===== src/rtl/mem_arbiter_pkg.sv =====
// Shared constants and helpers for the memory arbiter slice.
// Imported by the arbiter core and its grant logic.
package mem_pkg;

  localparam int PRIO_RR    = 0;
  localparam int PRIO_FIXED = 1;

  localparam int MEM_LAT_MIN = 1;
  localparam int MEM_LAT_MAX = 4;

  localparam int NPORTS_MIN = 2;
  localparam int NPORTS_MAX = 8;

  // Port-id width, never below one bit.
  function automatic int clog2(int n);
    int r;
    r = 0;
    for (int i = 0; i < 32; i++) begin
      if ((1 << r) < n) r++;
    end
    return (r < 1) ? 1 : r;
  endfunction

endpackage


===== src/rtl/mem_arbiter_if.sv =====
// Requester-side bundle of the memory arbiter.
// master = requesters, slave = arbiter.
interface mem_arbiter_if #(
  parameter int NPORTS = 2,
  parameter int AW     = 32,
  parameter int DW     = 16
);

  logic [NPORTS-1:0]    REQ;
  logic [NPORTS-1:0]    WRITE;
  logic [NPORTS*AW-1:0] ADDR;
  logic [NPORTS*DW-1:0] DAT;
  logic [NPORTS-1:0]    WAIT;
  logic [NPORTS-1:0]    ACK;
  logic [DW-1:0]        OUT;

  modport master (
    output REQ, WRITE, ADDR, DAT,
    input  WAIT, ACK, OUT
  );

  modport slave (
    input  REQ, WRITE, ADDR, DAT,
    output WAIT, ACK, OUT
  );

endinterface


===== src/rtl/mem_arbiter_rr.sv =====
// Single-grant picker: round-robin from last+1, or fixed
// priority with port 0 highest.
module rr_arbiter
  import mem_pkg::*;
#(
  parameter int NPORTS    = 2,
  parameter int PRIO_MODE = PRIO_RR,
  localparam int IW       = clog2(NPORTS)
) (
  input  logic [NPORTS-1:0] elig,
  input  logic [IW-1:0]     last,
  output logic [NPORTS-1:0] gnt,
  output logic [IW-1:0]     gid,
  output logic              gv
);

  int          base;
  int          idx;
  logic [IW-1:0] ix;

  always_comb begin
    gnt  = '0;
    gid  = '0;
    gv   = 1'b0;
    idx  = 0;
    ix   = '0;
    base = (PRIO_MODE == PRIO_FIXED) ? 0 : int'(last) + 1;
    for (int k = 0; k < NPORTS; k++) begin
      idx = (base + k) % NPORTS;
      ix  = IW'(idx);
      if (!gv && elig[ix]) begin
        gv      = 1'b1;
        gid     = ix;
        gnt[ix] = 1'b1;
      end
    end
  end

endmodule


===== src/rtl/mem_arbiter.sv =====
// N-port scheduler in front of a single-port synchronous memory.
// Owns the command register, pend bits, read-return pipe, WAIT/ACK.
module mem_arbiter
  import mem_pkg::*;
#(
  parameter int NPORTS    = 2,
  parameter int AW        = 32,
  parameter int DW        = 16,
  parameter int MEM_LAT   = 1,
  parameter int PRIO_MODE = PRIO_RR
) (
  input  logic          clk,
  input  logic          rst,
  mem_arbiter_if.slave  rq,
  output logic          MEMEN,
  output logic          MEMWRI,
  output logic [AW-1:0] MEMADDR,
  output logic [DW-1:0] MEMOUT,
  input  logic [DW-1:0] memdat
);

  localparam int IW = clog2(NPORTS);

  if (MEM_LAT < MEM_LAT_MIN || MEM_LAT > MEM_LAT_MAX ||
      NPORTS < NPORTS_MIN || NPORTS > NPORTS_MAX) begin : g_bad
    $error("mem_arbiter: parameter out of range");
  end

  logic [NPORTS-1:0] pend;
  logic [NPORTS-1:0] elig;
  logic [NPORTS-1:0] gnt;
  logic [NPORTS-1:0] ack;
  logic [NPORTS-1:0] ack_d;
  logic [IW-1:0]     gid;
  logic [IW-1:0]     last;
  logic [IW-1:0]     cmd_id;
  logic              gv;
  logic [DW-1:0]     out_q;

  logic [MEM_LAT-1:0]         pv;
  logic [MEM_LAT-1:0][IW-1:0] pid;

  assign elig = rq.REQ & ~pend;

  rr_arbiter #(
    .NPORTS    (NPORTS),
    .PRIO_MODE (PRIO_MODE)
  ) u_arb (
    .elig (elig),
    .last (last),
    .gnt  (gnt),
    .gid  (gid),
    .gv   (gv)
  );

  // Write ACK lands with the command; read ACK at pipe exit.
  always_comb begin
    ack_d = '0;
    if (gv && rq.WRITE[gid]) ack_d = gnt;
    if (pv[MEM_LAT-1]) ack_d[pid[MEM_LAT-1]] = 1'b1;
  end

  always_ff @(posedge clk) begin
    if (rst) begin
      pend    <= '0;
      ack     <= '0;
      last    <= IW'(NPORTS - 1);
      cmd_id  <= '0;
      pv      <= '0;
      pid     <= '0;
      out_q   <= '0;
      MEMEN   <= 1'b0;
      MEMWRI  <= 1'b0;
      MEMADDR <= '0;
      MEMOUT  <= '0;
    end else begin
      pend   <= (pend | gnt) & ~ack;
      ack    <= ack_d;
      MEMEN  <= gv;
      MEMWRI <= gv & rq.WRITE[gid];
      pv[0]  <= MEMEN & ~MEMWRI;
      pid[0] <= cmd_id;
      for (int i = 1; i < MEM_LAT; i++) begin
        pv[i]  <= pv[i-1];
        pid[i] <= pid[i-1];
      end
      if (gv) begin
        MEMADDR <= rq.ADDR[int'(gid)*AW +: AW];
        MEMOUT  <= rq.DAT[int'(gid)*DW +: DW];
        cmd_id  <= gid;
        if (PRIO_MODE == PRIO_RR) last <= gid;
      end
      if (pv[MEM_LAT-1]) out_q <= memdat;
    end
  end

  assign rq.ACK  = ack;
  assign rq.OUT  = out_q;
  assign rq.WAIT = (rq.REQ | pend) & ~ack & {NPORTS{~rst}};

endmodule

===== src/flat_wrapper.sv =====
// flat-port wrapper written by rule: the top's interface ports become plain ports
module mem_arbiter_flat import mem_pkg::*;
#(
  parameter int NPORTS    = 2,
  parameter int AW        = 32,
  parameter int DW        = 16,
  parameter int MEM_LAT   = 1,
  parameter int PRIO_MODE = PRIO_RR
)
  (clk, rst, MEMEN, MEMWRI, MEMADDR, MEMOUT, memdat, rq_REQ, rq_WRITE, rq_ADDR, rq_DAT, rq_WAIT, rq_ACK, rq_OUT);
  mem_arbiter_if #(.NPORTS(NPORTS), .AW(AW), .DW(DW)) rq_i ();
  input  logic clk;
  input  logic rst;
  output logic MEMEN;
  output logic MEMWRI;
  output logic [AW-1:0] MEMADDR;
  output logic [DW-1:0] MEMOUT;
  input  logic [DW-1:0] memdat;
  input wire logic [$bits(rq_i.REQ)-1:0] rq_REQ;
  input wire logic [$bits(rq_i.WRITE)-1:0] rq_WRITE;
  input wire logic [$bits(rq_i.ADDR)-1:0] rq_ADDR;
  input wire logic [$bits(rq_i.DAT)-1:0] rq_DAT;
  output wire logic [$bits(rq_i.WAIT)-1:0] rq_WAIT;
  output wire logic [$bits(rq_i.ACK)-1:0] rq_ACK;
  output wire logic [$bits(rq_i.OUT)-1:0] rq_OUT;
  assign rq_i.REQ = rq_REQ;
  assign rq_i.WRITE = rq_WRITE;
  assign rq_i.ADDR = rq_ADDR;
  assign rq_i.DAT = rq_DAT;
  assign rq_WAIT = rq_i.WAIT;
  assign rq_ACK = rq_i.ACK;
  assign rq_OUT = rq_i.OUT;
  mem_arbiter #(.NPORTS(NPORTS), .AW(AW), .DW(DW), .MEM_LAT(MEM_LAT), .PRIO_MODE(PRIO_MODE)) u_core (.clk(clk), .rst(rst), .rq(rq_i), .MEMEN(MEMEN), .MEMWRI(MEMWRI), .MEMADDR(MEMADDR), .MEMOUT(MEMOUT), .memdat(memdat));
endmodule

===== config.mk =====
export PLATFORM = sky130hd
export DESIGN_NAME = mem_arbiter_flat
export DESIGN_NICKNAME = d
export VERILOG_FILES = /design/src/rtl/mem_arbiter_pkg.sv /design/src/rtl/mem_arbiter_if.sv /design/src/rtl/mem_arbiter_rr.sv /design/src/rtl/mem_arbiter.sv /design/src/flat_wrapper.sv
export SDC_FILE = /design/constraint.sdc
export NUM_CORES = 1
export LEC_CHECK = 0
export BUFFER_PORTS_ARGS = -buffer_cell sky130_fd_sc_hd__buf_2
export CELL_PAD_IN_SITES_DETAIL_PLACEMENT = 0
export CELL_PAD_IN_SITES_GLOBAL_PLACEMENT = 1
export CORE_ASPECT_RATIO = 0.5
export CORE_UTILIZATION = 30
export DETAILED_ROUTE_END_ITERATION = 10
export GPL_ROUTABILITY_DRIVEN = 0
export PLACE_DENSITY_LB_ADDON = 0.1
export SLEW_MARGIN = 20
export SYNTH_ARGS = -nofsm -noshare
export SYNTH_HDL_FRONTEND = slang
export SYNTH_SLANG_ARGS = --single-unit

===== constraint.sdc =====
create_clock -name clk -period 1.46 [get_ports clk]
set_clock_uncertainty 0.1 [all_clocks]
set_input_delay 0.146 -clock clk [delete_from_list [all_inputs] [get_ports clk]]
set_output_delay 0.146 -clock clk [all_outputs]
set_load 0.005 [all_outputs]

# [Word level (Yosys, flattened, before mapping)]
# Index checks and enable logic that the tools add are counted.
# W data, S select, Z words.
[totals] ff_bits=74 in_bits=118 elab_cells=62
[op_classes] bitwise=14 order_cmp=7 n_reduce_logical=6 shift=2 mux=20 addsub=2
[op_table] operator="$shiftx A64 B7 Y32" n=1
[op_table] operator="$shiftx A32 B6 Y16" n=1
[op_table] operator="$mux W1" n=13
[op_table] operator="$and A2 B2 Y2" n=4
[op_table] operator="$lt A1 B2 Y1 const B" n=4
[op_table] operator="$mux W2" n=4
[op_table] operator="$or A2 B2 Y2" n=4
[op_table] operator="$logic_and A1 B1 Y1" n=5
[op_table] operator="$not A2 Y2" n=2
[op_table] operator="$demux W1 S1" n=3
[op_table] operator="$ge A1 B1 Y1 const B" n=3
[op_table] operator="$add A1 B1 Y1 const B" n=2
[op_table] operator="$and A1 B1 Y1" n=2
[op_table] operator="$not A1 Y1" n=2
[op_table] operator="$logic_not A1 Y1" n=1

# [Longest topological paths before layout]
[depth] word_depth=14 ltp_mapped=6 mapped_depth_nobuf=3

# [Modules after synthesis]
# From an unflattened synthesis, not the netlist that was laid out.
[unflattened] hier_cells=307 hier_area_um2=3090.5
[modules_own_cells] module="mem_arbiter" instances=1 seq_area_each_um2=1481.4 cells_per_inst=302 area_each_um2=3057.9
[modules_own_cells] module="rr_arbiter" instances=1 seq_area_each_um2=0.0 cells_per_inst=5 area_each_um2=32.5

# [Worst setup path after synthesis]
# OpenSTA, ideal clock, no wires.
[synth_path] path_type="reg2reg" startpoint="reg u_core.pend[1]" endpoint="reg u_core.MEMADDR[31]" setup_ns=0.122 arrival_ns=1.214 path_buffers=2 period_less_slack_ns=1.436 path_stages_with_launch=6 slack_ns=0.024 path_cell_list="dfxtp_1 > and2b_1 > nand2_2 > buf_2 > buf_2 > a221o_1"
[synth_via] elab_chain_cells=9
[synth_lines] element="start, declared" line_no="mem_arbiter.sv:29" source="logic [NPORTS-1:0] pend;"
[synth_lines] element="start signal, assigned" line_no="mem_arbiter.sv:77" source="pend <= (pend | gnt) & ~ack;"
[synth_lines] element="$not A2 Y2 *" line_no="mem_arbiter.sv:43" source="assign elig = rq.REQ & ~pend;"
[synth_lines] element="$and A2 B2 Y2 *" line_no="mem_arbiter.sv:43"
[synth_lines] element="$mux W1 (not written as such) (2 in a row)" line_no="mem_arbiter_rr.sv:31" source="if (!gv && elig[ix]) begin"
[synth_lines] element="$mux W1" line_no="mem_arbiter_rr.sv:31"
[synth_lines] element="$logic_not A1 Y1" line_no="mem_arbiter_rr.sv:31"
[synth_lines] element="$logic_and A1 B1 Y1" line_no="mem_arbiter_rr.sv:31"
[synth_lines] element="$mux W1" line_no="mem_arbiter_rr.sv:31"
[synth_lines] element="$shiftx A64 B7 Y32" line_no="mem_arbiter.sv:88" source="MEMADDR <= rq.ADDR[int'(gid)*AW +: AW];"
[synth_lines] element="end signal, assigned" line_no="mem_arbiter.sv:88"
[synth_lines] element="end, declared" line_no="mem_arbiter.sv:17" source="output logic [AW-1:0] MEMADDR,"
# Mark *: on every way between the ends. The rest lies on a longest branch, timed or not. The select of a mux whose other input is x is not followed.
# A chain may end at the register's enable or synchronous reset.

# [Worst setup path after layout]
[layout_path] startpoint="reg u_core.last" endpoint="reg u_core.MEMOUT[10]"
[layout_via] elab_chain_cells=8
[layout_lines] element="start, declared" line_no="mem_arbiter.sv:35" source="logic [IW-1:0] last;"
[layout_lines] element="start signal, assigned" line_no="mem_arbiter.sv:67" source="last <= IW'(NPORTS - 1);"
[layout_lines] element="start signal, assigned" line_no="mem_arbiter.sv:91" source="if (PRIO_MODE == PRIO_RR) last <= gid;"
[layout_lines] element="$add A1 B1 Y1 *" line_no="mem_arbiter_rr.sv:27" source="base = (PRIO_MODE == PRIO_FIXED) ? 0 : int'(last) + 1;"
[layout_lines] element="$mux W1 (not written as such) (2 in a row)" line_no="mem_arbiter_rr.sv:31"
[layout_lines] element="$mux W1" line_no="mem_arbiter_rr.sv:31"
[layout_lines] element="$logic_not A1 Y1" line_no="mem_arbiter_rr.sv:31"
[layout_lines] element="$logic_and A1 B1 Y1" line_no="mem_arbiter_rr.sv:31"
[layout_lines] element="$mux W1" line_no="mem_arbiter_rr.sv:31"
[layout_lines] element="$shiftx A32 B6 Y16" line_no="mem_arbiter.sv:89" source="MEMOUT <= rq.DAT[int'(gid)*DW +: DW];"
[layout_lines] element="end signal, assigned" line_no="mem_arbiter.sv:89"
[layout_lines] element="end, declared" line_no="mem_arbiter.sv:18" source="output logic [DW-1:0] MEMOUT,"
# Marked as above.

==> flow_metrics.tcl <==
set metrics [dict create \
    cts.sinks 74 \
    synth_seq_cells 74 \
    grt_pass1_wl_um 17900 \
    antenna_found_initial 0 \
    nets 693 \
    die_area_um2 12600 \
    power_density_nw_per_um2 1070 \
    final_area_um2 5480 \
    fill_cells 1188 \
    cp.required_ns 1.57 \
    hold_viol_final 0 \
    layout_common_cells "186 x buf_2, 73 x dfxtp_1, 52 x a21oi_1" \
    relSlewSlack_pct 77.7 \
    grt_max_degree 54 \
    p_leak_nw 2.42 \
    placed_area_um2 4920 \
    critical_path.top_delay_family "flip-flops" \
    port_buffers 187 \
    drive_gt1_share_pct 45.0 \
    fin_crit_ns 1.46 \
    start_util_pct 30.8 \
    syn_area_per_cell_um2 9.63 \
    final_core_util_pct 46.3 \
    multi_input_area_um2 2000 \
    grt_pass1_vias 3542 \
    startpoint_type "flip-flop" \
    crit-reg2reg-launch "u_core.last" \
    vias 3659 \
    max_freq_mhz 683 \
    startpoint "u_core.last" \
    worst-endpoint-arrival_ns 1.57 \
    wl_per_cell_um 15.6 \
    path_cells "and3b_2, buf_12, nor4b_1, a221o_1" \
    cp_slowest_stage_delay_ns 0.41 \
    ant_nets 0 \
    synth_nets 497 \
    die_h_um 80.0 \
    synth_cell_types 27 \
    critPathCaptureType "flip-flop" \
    grt_overflow 0 \
    p_total_mw 5.85 \
    yosysWarnings 0 \
    crit_type "reg2reg" \
    tns_ns -0.00427 \
    setup_viol 2 \
    die_width_um 158 \
    regArea_um2 1480 \
    setup_ws_ns -0.00383 \
    status "finished, violations left" \
    num_rows 28 \
    core_um2 11800 \
    first_pass_iters 4 \
    timing.final.crit_share_pct 100 \
    htreeDepth 3 \
    cap_violations 0 \
    slew_viol_final 0 \
    min_from "rq_WRITE[0]" \
    cts_buffers 9 \
    ioPinCount 188 \
    fin_hold_ws_ns 0.0466 \
    syn_inst 379 \
    track_usage_pct 18.2 \
    drt-initial-drc-count 243 \
    cts-root-buf "clkbuf_16" \
    synth_seq_area_share_pct 40.6 \
    diodes 0 \
    worstMarginPinSlew_ns 0.334 \
    drc 0 \
    cts_tree "built" \
    min_path_type "in2reg" \
    rsz0062_at_grt "yes" \
    worst_ir_drop_vdd_mv 0.616 \
    wirelength_um 11600 \
    cp_num_buf_inv 1 \
    synthesis.area_um2 3650 \
    violations "negative setup slack" \
    cts_buffer_depth 2 \
    hpwlAfterDp_um 7790 \
    path_clk_slew_ns 0.06 \
    crit_slowest_cell "dfxtp_1" \
    vias_per_cell 4.91 \
    final_common_cell "buf_2" \
    syn_to_final_growth_pct 50.3 \
    clk_latency_ns 0.33 \
    path_max_fanout 25 \
]
-- Yosys cell counts --
library cell | instances | area, µm²
nor3_2 | 1 | 10.0
clkbuf_1 | 10 | 37.5
buf_4 | 2 | 15.0
nor2_1 | 18 | 67.6
nor4b_2 | 9 | 135
buf_2 | 33 | 165
nand3b_1 | 1 | 7.51
nor3b_1 | 1 | 7.51
a221o_1 | 48 | 480
nand3_1 | 1 | 5.00
a211oi_1 | 1 | 7.51
nor2b_1 | 1 | 6.26
a21oi_1 | 54 | 270
inv_1 | 1 | 3.75
nor3_1 | 3 | 15.0
nand2_2 | 1 | 6.26
nor4b_1 | 39 | 342
and2b_1 | 2 | 15.0
dfxtp_1 | 74 | 1480
o21ai_0 | 3 | 15.0
mux2i_1 | 16 | 160
and3b_1 | 1 | 8.76
o211ai_1 | 1 | 7.51
buf_6 | 4 | 45.0
a21boi_0 | 1 | 7.51
nand2b_1 | 51 | 319
nand2_1 | 2 | 7.51
-- power by group --
part / total (mW) / switching (mW) / internal [mW]
clock network: 2.22 / 0.853 / 1.36
logic: 1.30 / 0.616 / 0.686
registers: 2.33 / 0.111 / 2.22
total: 5.85 / 1.58 / 4.27
-- worst paths after layout --
| check | endpoint | slack [ns] | cells past startpoint |
|---|---|---|---|
| worst min-delay path | u_core.rq.ACK[0] | 0.05 | 3 |
| worst max register to register | u_core.MEMOUT[10] | -0.004 | 4 |
| worst max-delay path | u_core.MEMOUT[10] | -0.004 | 4 |
| worst min register to register | u_core.pv | 0.31 | 1 |
-- cell families after synthesis --
family,after synthesis,share of synthesized area (%)
buf+inv,50,7.30
flops,74,40.6
simple gates,131,26.1
mux,16,4.39
compound gates,108,21.6
-- layout make-up --
class | count | area share (%)
Tap cell | 165 | 3.76
Clock inverter | 5 | 0.981
Sequential cell | 74 | 27.0
Timing Repair Buffer | 234 | 27.3
Inverter | 1 | 0.0684
Clock buffer | 11 | 4.43
Multi-Input combinational cell | 255 | 36.5
-- through the flow --
stage	setup WS (ns)	cells
2_1_floorplan	0.0238	379
4_1_cts	0.0191	745
5_1_grt	-0.0642	745
6_report	-0.00383	745
3_5_place_dp	-0.0125	712
3_3_place_gp	0.000704	712
-- flip-flops by register name (all words and copies together) (netlist names) --
| register | cells |
|---|---|
| u_core.MEMOUT | 16 |
| u_core.rq.OUT | 16 |
| u_core.rq.ACK | 2 |
| u_core.pid | 1 |
| u_core.MEMEN | 1 |
| u_core.cmd_id | 1 |
| u_core.MEMADDR | 32 |
| u_core.last | 1 |
| u_core.pv | 1 |
| u_core.MEMWRI | 1 |
| u_core.pend | 2 |
-- tightest hold or removal path, stage by stage --
cell and delay, ns:
buf_2 0.11, o211ai_1 0.10, a21oi_1 0.07
-- routing by layer --
metal | global-route usage (%) | part of all wire [%] | vias up
li1 | - | - | 1827
met1 | 23.8 | 48 | 1712
met2 | 30.4 | 46 | 113
met3 | 4.89 | 5.8 | 7
met4 | 3.17 | 0.53 | 0
met5 | 0 | 0 | -
-- repair_timing --
action / in CTS / in global routing
hold endpoints to repair: 17 / 0
pin swaps: 1 / 0
resized for setup: 3 / 15
setup buffers: 0 / 0
hold buffers: 17 / 0
setup endpoints to repair: 35 / 50
(Power assumes the default switching activity.)
